[config.mk]
export PLATFORM = sky130hd
export DESIGN_NAME = run_sequencer
export DESIGN_NICKNAME = d
export VERILOG_FILES = /design/src/rtl/run_sequencer.sv
export SDC_FILE = /design/constraint.sdc
export NUM_CORES = 1
export LEC_CHECK = 0
export CAP_MARGIN = 20
export CORE_MARGIN = 4
export CORE_UTILIZATION = 52
export CTS_CLUSTER_SIZE = 12
export DETAILED_ROUTE_END_ITERATION = 16
export PLACE_DENSITY = 0.8
export SLEW_MARGIN = 10
export SYNTH_ARGS = -nofsm -noshare
export SYNTH_HDL_FRONTEND = slang
export SYNTH_SLANG_ARGS = --single-unit
[constraint.sdc]
create_clock -name clk -period 2.7 [get_ports clk]
set_clock_uncertainty 0.1 [all_clocks]
set_input_delay 0.54 -clock clk [delete_from_list [all_inputs] [get_ports clk]]
set_output_delay 0.54 -clock clk [all_outputs]
set_load 0.05 [all_outputs]
[src/rtl/run_sequencer.sv]
// Back-to-back program runner for the processor core: pulses core_start, times each
// program until a qualified core_done, and flags budget overruns. RUN_SEQUENCER_LOG_EN adds a per-program cycle log.
module run_sequencer #(
  parameter int               NUM_PROGS    = 3,
  parameter int               START_CYCLES = 2,
  parameter int               CYC_W        = 16,
  parameter logic [CYC_W-1:0] TIMEOUT      = 16'd4000
) (
  input  logic             clk,
  input  logic             reset,
  input  logic             go,
  input  logic             core_done,
  output logic             core_start,
  output logic [1:0]       prog_sel,
  output logic             busy,
  output logic [CYC_W-1:0] cycles,
  output logic             cycles_valid,
  output logic             timeout_err,
  output logic             all_done,
  input  logic [1:0]       log_idx,
  output logic [CYC_W-1:0] log_cycles
);

  localparam int             SW         = (START_CYCLES > 1) ? $clog2(START_CYCLES) : 1;
  localparam logic [SW-1:0]  START_LAST = SW'(START_CYCLES - 1);
  localparam logic [1:0]     LAST_PROG  = 2'(NUM_PROGS - 1);

  typedef enum logic [2:0] {
    IDLE    = 3'd0,
    START   = 3'd1,
    RUN     = 3'd2,
    CAPTURE = 3'd3,
    FINISH  = 3'd4
  } state_t;

  state_t             state;
  state_t             state_next;
  logic [SW-1:0]      start_cnt;
  logic [CYC_W-1:0]   cyc_cnt;
  logic               armed;
  logic               leave_run;

  // NOTE: sequential state uses non-blocking assignments so every flop samples pre-edge values.
  always_ff @(posedge clk or negedge reset) begin
    if (!reset) state <= IDLE;
    else        state <= state_next;
  end

  // The timeout check comes first: at counter == TIMEOUT a simultaneous done no longer counts.
  always_comb begin
    // NOTE: defaults first so every path assigns the signal and no latch is inferred.
    state_next = state;
    case (state)
      IDLE:    if (go) state_next = START;
      START:   if (start_cnt == START_LAST) state_next = RUN;
      RUN: begin
        if (cyc_cnt == TIMEOUT)         state_next = CAPTURE;
        else if (core_done && armed)    state_next = CAPTURE;
      end
      CAPTURE: state_next = (prog_sel == LAST_PROG) ? FINISH : START;
      FINISH:  if (!go) state_next = IDLE;
      default: state_next = IDLE;
    endcase
  end

  assign leave_run = (state == RUN) && (state_next == CAPTURE);

  always_ff @(posedge clk or negedge reset) begin
    if (!reset) begin
      start_cnt   <= '0;
      cyc_cnt     <= '0;
      armed       <= 1'b0;
      prog_sel    <= 2'd0;
      cycles      <= '0;
      timeout_err <= 1'b0;
    end else begin
      case (state)
        IDLE: begin
          if (go) begin
            prog_sel    <= 2'd0;
            timeout_err <= 1'b0;
            start_cnt   <= '0;
          end
        end
        START: begin
          if (start_cnt == START_LAST) begin
            cyc_cnt <= '0;
            armed   <= 1'b0;
          end else begin
            start_cnt <= start_cnt + SW'(1);
          end
        end
        RUN: begin
          if (leave_run) begin
            cycles <= cyc_cnt;
            if (cyc_cnt == TIMEOUT) timeout_err <= 1'b1;
          end else begin
            // Saturation is implicit: RUN is always left once the counter equals TIMEOUT.
            cyc_cnt <= cyc_cnt + CYC_W'(1);
            if ((cyc_cnt + CYC_W'(1)) == TIMEOUT) timeout_err <= 1'b1;
            if (!core_done) armed <= 1'b1;
          end
        end
        CAPTURE: begin
          if (prog_sel != LAST_PROG) begin
            prog_sel  <= prog_sel + 2'd1;
            start_cnt <= '0;
          end
        end
        default: ;
      endcase
    end
  end

  assign core_start   = (state == START);
  assign busy         = (state == START) || (state == RUN) || (state == CAPTURE);
  assign cycles_valid = (state == CAPTURE);
  assign all_done     = (state == FINISH);

`ifdef RUN_SEQUENCER_LOG_EN
  logic [CYC_W-1:0] log_mem [NUM_PROGS];

  // NOTE: this small register array is reset like ordinary flops; large RAMs would not be.
  always_ff @(posedge clk or negedge reset) begin
    if (!reset) begin
      for (int i = 0; i < NUM_PROGS; i++) log_mem[i] <= '0;
    end else if (state == IDLE && go) begin
      for (int i = 0; i < NUM_PROGS; i++) log_mem[i] <= '0;
    end else if (leave_run) begin
      for (int i = 0; i < NUM_PROGS; i++)
        if (prog_sel == 2'(i)) log_mem[i] <= cyc_cnt;
    end
  end

  always_comb begin
    log_cycles = '0;
    for (int i = 0; i < NUM_PROGS; i++)
      if (log_idx == 2'(i)) log_cycles = log_mem[i];
  end
`else
  logic unused_log_idx;
  assign unused_log_idx = ^log_idx;
  assign log_cycles     = '0;
`endif

endmodule

==> results of run 1 <==
-- synth_stat cells, drive strengths merged, types with 3 or more instances --
cell and number:
inv 7, a211oi 3, o22ai 3, nor2 5
nor4 3, and4 3, clkbuf 9, o21ai 17
dfrtp 40, or3 5, nor3 5, nand4 4
nand2b 5, ha 3, and3 3, a22o 9
or2 3, a21o 3, nand2 61, o31ai 3
buf 30, nand3 7, a21oi 8
-- report_power, final --
group	switching, mW	internal (mW)
clock network	0.192	0.167
registers	0.0929	0.672
logic	0.539	0.257
total	0.824	1.10
-- worst max-delay path: stages (launching register included) --
cell and delay (ns):
dfrtp_1 0.49, nand3b_1 0.25, inv_1 0.10, clkdlybuf4s50_1 0.80
-- per-layer routing --
layer / up-vias / track usage, %
met1: 917 / 25.1
li1: 949 / -
met5: - / 0
met2: 48 / 32.9
met3: 6 / 4.09
met4: 0 / 4.47
-- through the flow --
step	util [%]	power, mW	instance area, µm²	hold WS (ns)	std cells
2_1_floorplan	-	1.36	2420	0.144	285
3_3_place_gp	58.7	1.56	2570	0.357	335
3_5_place_dp	58.7	1.58	2570	0.362	335
4_1_cts	60.3	1.93	2640	0.309	340
5_1_grt	60.3	2.04	2640	0.359	340
6_report	60.3	1.92	2640	0.260	340
-- cells by family (layout without fill, tap and decap cells) --
group                      after synthesis  count (layout)  share of synthesized area (%)
and+or+nand+nor                        118             118                           25.5
xor gates and xnor gates                 2               2                          0.744
AOI/OAI and AO/OA                       57              57                           16.6
other                                    1              16                          0.159
buffers and inverters                   46              49                           11.6
DFF                                     40              40                           42.5
adders and majority gates                3               3                           1.59
muxes                                    3               3                           1.33
-- cells in the final DEF (no fill, tap or decap), types with 2 or more instances in the layout --
cell / n
nand2_1: 61
clkbuf_8: 5
o21ai_0: 16
o31ai_1: 3
o211ai_1: 2
conb_1: 16
clkdlybuf4s50_1: 25
a22o_1: 9
and3_1: 3
nor4b_1: 2
a211oi_1: 3
nand2b_1: 5
a21o_1: 3
dfrtp_1: 40
ha_1: 3
nor3_1: 5
inv_1: 7
a221o_1: 2
nand3_1: 7
o22ai_1: 3
buf_4: 11
mux2i_1: 2
and4_1: 3
or4_1: 2
or2_2: 3
or3_1: 5
nand4_1: 4
nor2_1: 5
a21oi_1: 8
and2_1: 2
nor4_1: 2
-- state kept, by name, indices dropped and copies added, names as in the netlist --
register / count
prog_sel: 2
cycles: 16
start_cnt: 1
cyc_cnt: 16
state: 3
timeout_err: 1
armed: 1
-- layout make-up --
class	count	area (µm²)
repair buffers	37	338
fillers	420	1740
inverters	7	26.3
well taps	52	65.1
clock buffers	5	68.8
flip-flops and latches	40	1000
multi-input cells	199	1140
-- worst max-delay path by stage --
stage	start	slack, ns	cells after the start	endpoint
floorplan	state[1]	0.39	7	cyc_cnt[11]
global placement	cyc_cnt[0]	0.31	6	timeout_err
detailed placement	cyc_cnt[0]	0.29	6	timeout_err
CTS	state[2]	0.13	3	cycles_valid
global route	state[2]	0.05	3	cycles_valid
finish	state[2]	0.13	3	cycles_valid
==> results.md, run 1 <==
Die:
- The area enclosed by the die boundary is 5670 µm².
- The number of top-level design ports is 45.
- The initial core utilization is 53.7%.
- The initialized floorplan defines 24 standard-cell rows.
- The floorplan step set the die height to 75.3 µm.
- The placeable core region is 4380 µm².
- The horizontal die dimension is 75.3 µm.

Worst setup path:
- STA puts the critical path data arrival time at 1.93 ns.
- The worst setup path is of the flip-flop to output pin kind.
- The launch instance of the worst register-to-register path is cyc_cnt[0].
- The register-to-register setup slack is 0.23 ns.
- The worst register-to-register path has a depth of 6.
- The highest net fanout along the worst path is 10.
- The endpoint identified for the worst register-to-register timing path is timeout_err.
- For the worst setup path, the data required time is 2.06 ns.
- STA classifies the critical path startpoint as a flip-flop.
- The worst setup path is captured at an output pin.

Synthesis:
- The number of different library cells used by synthesis comes to 51.
- A synthesized cell averages 8.73 µm².
- After synthesis the netlist holds a flip-flop and latch count of 40.
- Ranked by total cell area, the synthesized netlist is headed by dfrtp_1 (42%), nand2_1 (9.7%), buf_4 (6.4%).
- For this run, the leading register cell type out of synthesis is dfrtp_1.
- The fraction of synthesized cell area taken by the top area cell type is 42.5%.
- Counting flops with a built-in enable in the synthesized netlist gives 0.
- During synthesis, Yosys emitted a total of 0 warnings.
- The sequential element share of the synthesized area is 42.5%.
- The synthesized netlist cell count is 270.
- After synthesis, the share of flip-flops with an asynchronous set or reset is 100%.
- After synthesis the cells add up to 2360 µm².
- The biggest area contributor in the post-synthesis netlist is dfrtp_1.

Timing:
- Setup violations remaining at the end of the flow were counted as 0.
- Adding up every negative setup slack in the final design gives 0 ns.
- Setup repair after global routing left no endpoint under its margin.
- The slew at the pin closest to its max-slew limit is 0.870 ns.
- The final hold violation count is 0.
- The number of pins with negative max-slew slack in the final report is 0.
- Subtracting the final worst setup slack from the clock period gives 2.57 ns.
- Setup slack closes at 0.128 ns.
- The fmax is 389 MHz.
- After layout, the worst path uses 95.3% of the clock period.
- Measured against its own limit, the worst slew margin works out to 42.0%.

Place:
- In this run the tool buffered the top-level ports with 26 buffer cells.
- The weighted congestion at the end of routability-driven global placement is 0.927.
- After legalization and detailed placement, the total HPWL measured 3330 µm.
- OpenSTA, run right after detailed placement, puts the worst setup slack at 0.285 ns.

GRT:
- The initial antenna violation count is 0.
- The via count of the first global-routing pass is 1899.
- The first global-routing pass estimated 8470 µm of wire.
- The global-route total usage across every layer is 19.3%.
- The largest net degree at the start of global routing is 41.
- The remaining global-route overflow is 0.

Route:
- In this run the remaining antenna-violating nets after routing total 0.
- The top routing layer in use is met4.
- After detailed routing, the total wire length is 4950 µm.
- The met2 wire length is 2390 µm.
- The length of routed met3 wiring is 278 µm.
- The met1 routed wirelength after detailed routing is 2240 µm.
- Before antenna repair, the detailed router went through 4 iterations.
- In this run, the number of DRC markers left after iteration 0 of detailed routing was 145.
- The number of vias in the routed layout is 1920.
- The number of DRC violations after detailed routing is 0.
- In the final routed layout, each cell accounts on average for 14.6 µm.
- In the routed layout, each cell is associated on average with a via count of 5.65.

Run:
- The number of max-cap violations is 0.

Cells and area:
- Compared with the post-synthesis result, the final layout area differs by 12.2%.
- In the final design database the tool counted 299 nets.
- The share of final-layout standard cells stronger than drive strength 1 is 8.68%.
- 0 antenna diodes ended up in the layout.

Clock tree:
- The CTS tree is yes.
- In this run the number of H-tree levels came out at 2.
- The number of buffers between clock root and the deepest sink is 2.
- The hold buffer count at CTS is 0.
- The post-CTS setup buffer count is 0.
- The number of clock buffers inserted by TritonCTS is 5.
- In this run the clock root is driven by a clkbuf_8.
- The clock latency on the worst-skew pair is 0.29 ns.
- The clock edge transition at the registers on the reported setup and hold paths is 0.07 ns.
- Clock tree synthesis found a total of 40 sinks.
- After clock tree synthesis, the repair step resized 0 gates.

Run status:
- The run finished with clean final reports.

Min path:
- The worst hold path belongs to the class primary input to async pin.

Power and ir drop:
- In this run the power density over the cells is 726 nW/µm².
- Across the VDD grid, the largest voltage drop is 0.000585 V.
- The static leakage is 1.20 nW.
No activity file was read; power rests on OpenSTA's default activity.
==> run 2, diff against run 1 <==
- SLEW_MARGIN: 10 -> not set
==> results of run 2 <==
No change in the layout: final DEF, timing and power equal those of run 1.
==> run 3, diff against run 2 <==
- CORE_MARGIN: 4 -> 5
==> results.md, run 3 (synthesized netlist as in run 1, its figures left out) <==
Power and ir drop:
- The power per cell area is 742 nW/µm².
- The static leakage is 1.20 nW.
- IR analysis of the VDD net gives a maximum drop of 0.000575 V.

Worst setup path:
- The highest net fanout along the worst path is 10.
- The kind of launch point of the worst setup path is a flip-flop.
- Data on the critical path is required at its endpoint by 2.06 ns.
- The worst setup path is captured at an output pin.
- The data arrival time of the worst path is 1.93 ns.
- The classification of the worst setup path is flip-flop to output pin.

Route:
- The number of DRC violations after detailed routing is 0.
- Before antenna repair, the detailed router went through 4 iterations.
- The routed layout has 1936 vias.
- The detailed router finished its first iteration with 182 violations.
- The final routed wire length divided by cell count is 14.8 µm.
- Using the TritonRoute via totals, the vias-per-cell ratio works out to 5.69.
- The final layout contains routed wiring with a total length of 5030 µm.
- The count of nets left with antenna violations once routing finished came out at 0.

Clock tree:
- Clock-pin slew was measured on the worst setup and hold paths at 0.08 ns.
- The number of clock buffers inserted by TritonCTS is 5.
- The number of sinks driven by the clock tree is 40.
- The buffer cell driving the clock tree root is clkbuf_8.
- The H-tree was split into 2 levels.
- The post-CTS setup buffer count is 0.
- The clock latency on the worst-skew pair is 0.29 ns.
- TritonCTS built the clock tree.
- The post-cts sizing count is 0.
- The longest clock path from root to sink contains 2 buffers.
- The hold buffer count at CTS is 0.

Timing:
- The summed negative setup slack over all endpoints is 0 ns.
- The final hold violation count is 0.
- In the finished design, the share of the clock period the worst path needs comes to 95.0%.
- Setup repair after global routing left no endpoint under its margin.
- The fmax is 390 MHz.
- The worst pin sits at a relative slew slack of 42.1%.
- Setup violations remaining at the end of the flow were counted as 0.
- The smallest clock period supported by the final layout is computed as 2.57 ns.
- The slew at the pin closest to its max-slew limit is 0.869 ns.
- The number of pins with negative max-slew slack in the final report was 0.

Min path:
- The type of the worst min-delay path is primary input to async pin.

GRT:
- The largest net degree at the start of global routing is 41.
- The initial antenna violation count came to 0.
- The first-pass GRT wire length is 8850 µm.
- The total overflow left after global routing is 0.
- The global-route total usage across every layer is 17.9%.
- The via count of the first global-routing pass is 1854.

Die:
- The initial core utilization is 53.7%.
- The row count is 24.
- The area enclosed by the die boundary is 5980 µm².
- The placeable core region is 4380 µm².
- The height of the die is 77.3 µm.
- The number of top-level design ports is 45.
- The floorplan step set the die width to 77.3 µm.

Run:
- The number of max-cap violations is 0.

Place:
- Port buffering added 26 buffers.
- The congestion estimate from routability-driven global placement came to 0.886.
- The HPWL after detailed placement is 3380 µm.

Cells and area:
- The synthesis-to-layout area growth is 12.6%.
- The fill cell instance count of the final layout is 391.
- Leaving out fill and tap cells, the most frequent cell in the layout is nand2_1.
- The final core utilization is 60.5%.
- The repair_antennas step left the layout with diodes totalling 0.
- Of the cells placed in the final design, the portion with a size suffix greater than 1 is 7.99%.
- In the final layout, the registers with the most flip-flops are cyc_cnt: 16 flops, cycles: 16 flops, state: 3 flops.
- The final layout net count is 296.
- The top cell types in the final layout, fill and taps aside, are nand2_1 (61), dfrtp_1 (40), clkdlybuf4s50_1 (25).

Run status:
- The flow ran to the end, and the final reports show no timing, DRC or antenna violations.
-- run 3: routing by layer --
| metal | share of wire (%) | vias to the layer above | wire, µm | GRT usage [%] |
|---|---|---|---|---|
| met1 | 44 | 916 | 2210 | 23.7 |
| met4 | 1.1 | 0 | 57 | 6.19 |
| met3 | 6.5 | 6 | 326 | 3.98 |
| met2 | 48 | 64 | 2430 | 28.8 |
| li1 | - | 950 | - | - |
| met5 | 0 | - | 0 | 0 |
-- run 3: where the power goes --
| part | switching (mW) | internal, mW |
|---|---|---|
| sequential | 0.0937 | 0.672 |
| combinational | 0.543 | 0.254 |
| clock | 0.197 | 0.208 |
-- run 3: stage by stage --
| stage | area [µm²] | setup WS, ns | instances | hold WS, ns | total power [mW] |
|---|---|---|---|---|---|
| CTS | 2650 | 0.121 | 340 | 0.302 | 1.99 |
| global placement | 2560 | 0.237 | 332 | 0.357 | 1.56 |
| finish | 2650 | 0.134 | 340 | 0.267 | 1.97 |
| global route | 2650 | 0.0402 | 340 | 0.348 | 2.10 |
| detailed placement | 2560 | 0.218 | 332 | 0.362 | 1.58 |
| floorplan | 2420 | 0.392 | 285 | 0.144 | 1.36 |
-- run 3: cell type report --
class                      count  area [µm²]  area share [%]
timing repair buffer          34         328            12.4
sequential                    40        1000            37.7
tap                           52        65.1            2.45
inverter                       7        26.3           0.990
clock buffer                   8        90.1            3.39
multi-input combinational    199        1140            43.1
-- run 3: worst paths after layout --
| kind | cells after the start | startpoint | slack [ns] | endpoint |
|---|---|---|---|---|
| setup / recovery | 3 | state[2] | 0.13 | cycles_valid |
| hold / removal | 1 | reset | 0.27 | cyc_cnt[2] |
| setup reg to reg | 6 | cyc_cnt[0] | 0.26 | timeout_err |
| hold reg to reg | 2 | cycles[10] | 0.37 | cycles[10] |
| max in group asynchronous | 1 | reset | 1.69 | cyc_cnt[6] |
| min in group clk | 2 | cycles[10] | 0.37 | cycles[10] |
-- run 3: worst max-delay path, cell delays in order, from the launching register on --
cell	delay [ns]
dfrtp_1	0.49
nand3b_1	0.25
inv_1	0.10
clkdlybuf4s50_1	0.80
